[config.mk]
export PLATFORM = sky130hd
export DESIGN_NAME = fetch_redirect_unit
export DESIGN_NICKNAME = d
export VERILOG_FILES = /design/src/rtl/fetch_redirect_unit.sv
export SDC_FILE = /design/constraint.sdc
export NUM_CORES = 1
export LEC_CHECK = 0
export CORE_ASPECT_RATIO = 0.6
export CORE_MARGIN = 1
export CORE_UTILIZATION = 42
export CTS_BUF_LIST = sky130_fd_sc_hd__clkbuf_8
export CTS_CLUSTER_DIAMETER = 150
export DETAILED_ROUTE_END_ITERATION = 6
export PLACE_DENSITY = 0.85
export SYNTH_ARGS = -nofsm -noshare
export SYNTH_HDL_FRONTEND = slang
export SYNTH_SLANG_ARGS = --single-unit
[constraint.sdc]
create_clock -name i_clk -period 2.97 [get_ports i_clk]
set_input_delay 0.594 -clock i_clk [delete_from_list [all_inputs] [get_ports i_clk]]
set_output_delay 0.594 -clock i_clk [all_outputs]
set_load 0.01 [all_outputs]
[src/rtl/fetch_redirect_unit.sv]
// PC register and IF/ID, ID/EX valid tracker; applies jump/branch redirects and squashes.
// Optional redirect/squash/stall counters are enabled by defining FETCH_STATS_EN.
module fetch_redirect_unit #(
   parameter int unsigned      PC_W     = 32,
   parameter logic [PC_W-1:0]  RESET_PC = 32'h0000_0000
) (
   input  logic            i_clk,
   input  logic            i_rst,
   input  logic            i_stall,
   input  logic [1:0]      i_pc_src,
   input  logic            i_kill1,
   input  logic            i_kill2,
   input  logic [PC_W-1:0] i_jump_target,
   input  logic [PC_W-1:0] i_branch_target,
   output logic [PC_W-1:0] o_pc,
   output logic [PC_W-1:0] o_pc_plus4,
   output logic            o_ifid_we,
   output logic            o_ifid_valid,
   output logic            o_idex_valid,
   output logic            o_redirect,
`ifdef FETCH_STATS_EN
   output logic [31:0]     o_redirect_cnt,
   output logic [31:0]     o_squash_cnt,
   output logic [31:0]     o_stall_cnt,
`endif
   output logic            o_proto_err
);

   logic [PC_W-1:0] r_pc;
   logic            r_ifid_valid;
   logic            r_idex_valid;
   logic            r_redirect;
   logic            r_proto_err;

   logic            w_br_acc;
   logic            w_j_acc;
   logic            w_kill_err;
   logic [PC_W-1:0] w_pc_plus4;
   logic [PC_W-1:0] w_pc_next;
   logic            w_ifid_valid_next;
   logic            w_idex_valid_next;

   assign w_pc_plus4 = r_pc + PC_W'(4);

   // Redirect acceptance is gated by the stage that owns the request being live.
   assign w_br_acc = i_pc_src[1] & r_idex_valid;
   assign w_j_acc  = (i_pc_src == 2'b01) & r_ifid_valid & ~i_stall;

   // Kill lines are checked only against stages holding live instructions.
   assign w_kill_err = (r_ifid_valid & (i_kill1 != (|i_pc_src)))
                     | (r_idex_valid & (i_kill2 != i_pc_src[1]));

   always_comb begin
      w_pc_next         = w_pc_plus4;
      w_ifid_valid_next = 1'b1;
      w_idex_valid_next = r_ifid_valid;
      if (w_br_acc) begin
         w_pc_next         = {i_branch_target[PC_W-1:2], 2'b00};
         w_ifid_valid_next = 1'b0;
         w_idex_valid_next = 1'b0;
      end else if (w_j_acc) begin
         w_pc_next         = {i_jump_target[PC_W-1:2], 2'b00};
         w_ifid_valid_next = 1'b0;
      end else if (i_stall) begin
         w_pc_next         = r_pc;
         w_ifid_valid_next = r_ifid_valid;
         w_idex_valid_next = 1'b0;
      end else begin
         w_pc_next         = w_pc_plus4;
      end
   end

   always_ff @(posedge i_clk) begin
      if (i_rst) begin
         r_pc         <= RESET_PC;
         r_ifid_valid <= 1'b0;
         r_idex_valid <= 1'b0;
         r_redirect   <= 1'b0;
         r_proto_err  <= 1'b0;
      end else begin
         r_pc         <= w_pc_next;
         r_ifid_valid <= w_ifid_valid_next;
         r_idex_valid <= w_idex_valid_next;
         r_redirect   <= w_br_acc | w_j_acc;
         r_proto_err  <= r_proto_err | w_kill_err;
      end
   end

`ifdef FETCH_STATS_EN
   logic [31:0] r_redirect_cnt;
   logic [31:0] r_squash_cnt;
   logic [31:0] r_stall_cnt;
   logic [31:0] w_squash_inc;

   // A branch kills whatever is live in both IF/ID and ID/EX; a jump kills IF/ID only.
   always_comb begin
      w_squash_inc = 32'd0;
      if (w_br_acc) begin
         w_squash_inc = 32'(r_ifid_valid) + 32'(r_idex_valid);
      end else if (w_j_acc) begin
         w_squash_inc = 32'(r_ifid_valid);
      end else begin
         w_squash_inc = 32'd0;
      end
   end

   always_ff @(posedge i_clk) begin
      if (i_rst) begin
         r_redirect_cnt <= 32'd0;
         r_squash_cnt   <= 32'd0;
         r_stall_cnt    <= 32'd0;
      end else begin
         r_redirect_cnt <= r_redirect_cnt + 32'(w_br_acc | w_j_acc);
         r_squash_cnt   <= r_squash_cnt + w_squash_inc;
         r_stall_cnt    <= r_stall_cnt + 32'(i_stall & ~w_br_acc);
      end
   end

   assign o_redirect_cnt = r_redirect_cnt;
   assign o_squash_cnt   = r_squash_cnt;
   assign o_stall_cnt    = r_stall_cnt;
`endif

   assign o_pc         = r_pc;
   assign o_pc_plus4   = w_pc_plus4;
   assign o_ifid_we    = ~i_rst & (~i_stall | w_br_acc);
   assign o_ifid_valid = r_ifid_valid;
   assign o_idex_valid = r_idex_valid;
   assign o_redirect   = r_redirect;
   assign o_proto_err  = r_proto_err;

endmodule
Yosys cells after proc, flatten, opt, wreduce, memory -nomap -nowiden:

Index checks and enable logic that the tools add are counted.

* flip-flop bits (word level): 36
* input port bits: 71
* output and inout port bits: 69
* word-level logic and storage cells: 31

* $add $sub $neg: 1
* eq/ne operators: 4
* mux-type cells: 5
* bitwise logic cells: 12
* reductions and logical operators: 3

Operators with widths (number)
* $mux 32: 3
* $add 32x3->32 const B: 1
* $and 1x1->1: 6
* $or 1x1->1: 4
* $reduce_or 2->1: 2
* $ne 3x1->1 const B: 1
* $reduce_or 3->1: 1
* $eq 2x1->1 const B: 1
* $mux 1: 2
* $ne 1x1->1: 2
* $not 1->1: 2

Longest topological paths before layout:

* depth after elaboration: 5
* depth in mapped cells: 7
* depth with buffers taken out: 5

Least setup slack after synthesis:

No wires, ideal clock.

* kind: reg-to-output
* start: register r_pc[6] (netlist: o_pc[6])
* end: output port o_pc_plus4[29]
* data arrival time: 1905 ps
* required time: 2376 ps
* slack: 471 ps
* stages on the path, launching flop included: 7
* path buffers: 2
* path through: dfxtp_1 -> buf_2 -> nand4_2 -> or4_1 -> buf_2 -> o31a_1 -> or2_1

* longest elaborated chain between the ends: 1

RTL lines
* start: declaration: RTL line 29 `logic [PC_W-1:0] r_pc;`
* start signal: assignment: RTL line 81 `r_pc <= w_pc_next;`
* $add 32x3->32: RTL line 43 `assign w_pc_plus4 = r_pc + PC_W'(4);`
* end: declaration: RTL line 16 `output logic [PC_W-1:0] o_pc_plus4,`

Every way passes these cells.

Worst setup path after layout:

* start: register r_pc[7] (netlist: o_pc[7])
* end: output port o_pc_plus4[27]

Same word-level chain as after synthesis.

==> metrics.txt <==
min-delay worst type reg -> reg; Core Region 6280 um2; M1 GR Usage 46.2%; max_cap viols 0; Leak 0.00182 uW; Layout area overhead 63.7%; run status finished, final reports clean; crit start category register; clk sink count 34; FMAX 343 MHz; io pins 140; RSZ-0062 raised after global routing true; HPWL after detailed placement 8.51 mm; Hold Path Depth 2; crit path time final 2920 ps; Hold Path End o_proto_err; mean post-synth cell area 7.26 um2; Final nets 605; worst path required time 2380 ps; Synth Register Bits 34; sequential-to-total area share from yosys stat 24.4%; number of synthesized flops with an enable pin 0; vias 3816; crit share post-route 98.2%; Congestion Overflow GR 0; Most Crowded Layer GR met2; final setup vio count 0; Post-Route WL 11.7 mm; Via density 6.18; Crit path largest cell delay 580 ps; beginning of the worst hold path o_proto_err; worst r2r dst o_pc[24]; Synth Instances 385; Clk Latency, worst-skew pair 290 ps; synth unique cells 61; crit path DAT 2320 ps; routed len/inst 18.9 um; router iterations before antenna repair 6; vias in the first global route 3556; ys flop type dfxtp_1; die area 6990 um2; placed cell count 605; Final Hold Fails 0; CP max FO 3; Syn Std Cell Area 2790 um2; Yosys top cell by area dfxtp_1; largest net degree at the start of global routing 35; worst r2r path cells 6; Yosys top cell area share 24.4%; Final Skew 10.4 ps; H-tree depth 2; ratio of cells with drive above 1 in the final layout 16.9%; Antenna Cells 0; most numerous cell in the Yosys netlist nand2_1; Power Density 286 nW/um2; worst flop-to-flop path startpoint o_pc[7]; Least-Margin Pin Slew 595 ps; CTS tree done; Reg clk slew, reported paths 70 ps; kind of end point of the critical path output port; port bufs 131; crit path cell chain nand4_2 -> or4_4 -> buf_4 -> o31a_1 -> or2_1 -> dlygate4sd2_1; CP delay by family, top simple AND/OR/NAND/NOR gates; buffers plus inverters on the worst setup path 2; die width 107 um; max-slew violations 0; cts hold-fix bufs 0; non-filler cells, final 617; main area contributors after synthesis dfxtp_1 (24%), nand2_1 (5.4%), clkbuf_1 (4.3%); first-pass GRT wire length 17.8 mm; Starting Density 44.5%; TritonCTS Buffers 5; WS Path Type reg -> out; root buf cell clkbuf_8; Die H 65.2 um; Tot Pwr 1310 uW; Bufs on Longest Clock Path 2; Max VDD drop 0.000180 V; DRT antenna net count 0; Synth top cells by count nand2_1 (40), dfxtp_1 (34), clkbuf_1 (32), nor2_1 (25); GRT Overall Usage 33.2%; DR iter-0 viols 357; antenna violations before repair 0; DRC 0; Slowest-stage cell, CP or4_4; asr flop ratio synth 0%; routability congestion estimate 0.896; met3 usage 9.42%; Cell Rows 22; YS warnings 0; Slew HR 60.3%; reg-to-reg slack, setup 990 ps; met2 Usage GRT 49.8%
## report_power, final
group	switching (uW)	internal, uW	leakage [uW]
Combinational	192	251	0.00149
Clock	184	158	0.0000438
Sequential	40.5	485	0.000284
## registers in the layout, summed over array words and instances (netlist names)
register and cells:
o_pc 30, o_idex_valid 1, o_ifid_valid 1, o_proto_err 1
o_redirect 1
## tightest hold or removal path: cells and delay by family (launching register included)
kind,cells,cell delay [ps]
flops,1,340
compound gates,1,50
simple gates,1,90
## layer usage
layer | share of wire [%] | wire length (um)
met5 | 0 | 0
met4 | 1.7 | 201
met3 | 14 | 1650
met2 | 41 | 4800
met1 | 43 | 5010
## cell families (layout without fill, tap and decap cells)
logic type,count (synthesis),count (layout),synth area share [%]
other cells,1,4,0.134
buf+inv,54,199,7.97
fa+ha+maj,1,1,0.448
flops,34,34,24.4
simple gates,162,162,31.5
mux,1,1,0.358
compound gates,111,111,28.7
xor+xnor,21,21,6.58
## worst max path at each step
stage                     startpoint              to  cells past startpoint
after floorplan              o_pc[6]  o_pc_plus4[29]                      6
after global placement      o_pc[13]  o_pc_plus4[29]                      5
after detailed placement     o_pc[3]  o_pc_plus4[20]                      7
after CTS                    o_pc[3]  o_pc_plus4[24]                      7
after global routing         o_pc[7]  o_pc_plus4[28]                      6
final                        o_pc[7]  o_pc_plus4[27]                      6
## cell type report
cell class / instances / area, um2
clock buffer: 5 / 68.8
clock inverter: 2 / 10.0
fill: 470 / 1700
inverter: 13 / 48.8
multi-input combinational: 300 / 1970
sequential: 34 / 698
tap: 84 / 105
timing repair buffer: 179 / 1670
## cells in the final DEF (no fill, tap or decap), types with 7 or more instances in the layout
cell type        synthesis  routed
xnor2_1                 13      12
a31oi_1                 15      15
nor4_1                  11       9
dfxtp_1                 34      22
dlygate4sd2_1            0       8
a21o_1                   7       7
nand2_1                 40      40
o21ai_0                 16      16
buf_4                    4      47
nand3_1                 16      16
o221ai_1                 9       9
inv_1                   13      13
and3_1                   8       8
nor3_1                  10       9
clkdlybuf4s50_1          0     120
dfxtp_2                  0      11
nor2_1                  25      23
nand4_1                 10      10
xor2_1                   8       8
a21oi_1                 16      16
## timing repair
| action | CTS | global route |
|---|---|---|
| gates resized for setup | 18 | 18 |
| pin swaps | 1 | 2 |
| endpoints found under the setup margin | 13 | 9 |
| setup buffers | 3 | 2 |
## per-stage QoR
stage          cell area, um2  setup slack (ps)  hold slack [ps]  util [%]  setup TNS [ps]
2_1_floorplan            2810               471              518         -               0
3_3_place_gp             4390               105              483      69.9               0
3_5_place_dp             4390              61.5              486      69.9               0
4_1_cts                  4510              7.97              516      71.8               0
5_1_grt                  4570             -54.5              550      72.9           -54.5
6_report                 4570              54.5              522      72.9               0
(Power assumes the default switching activity.)
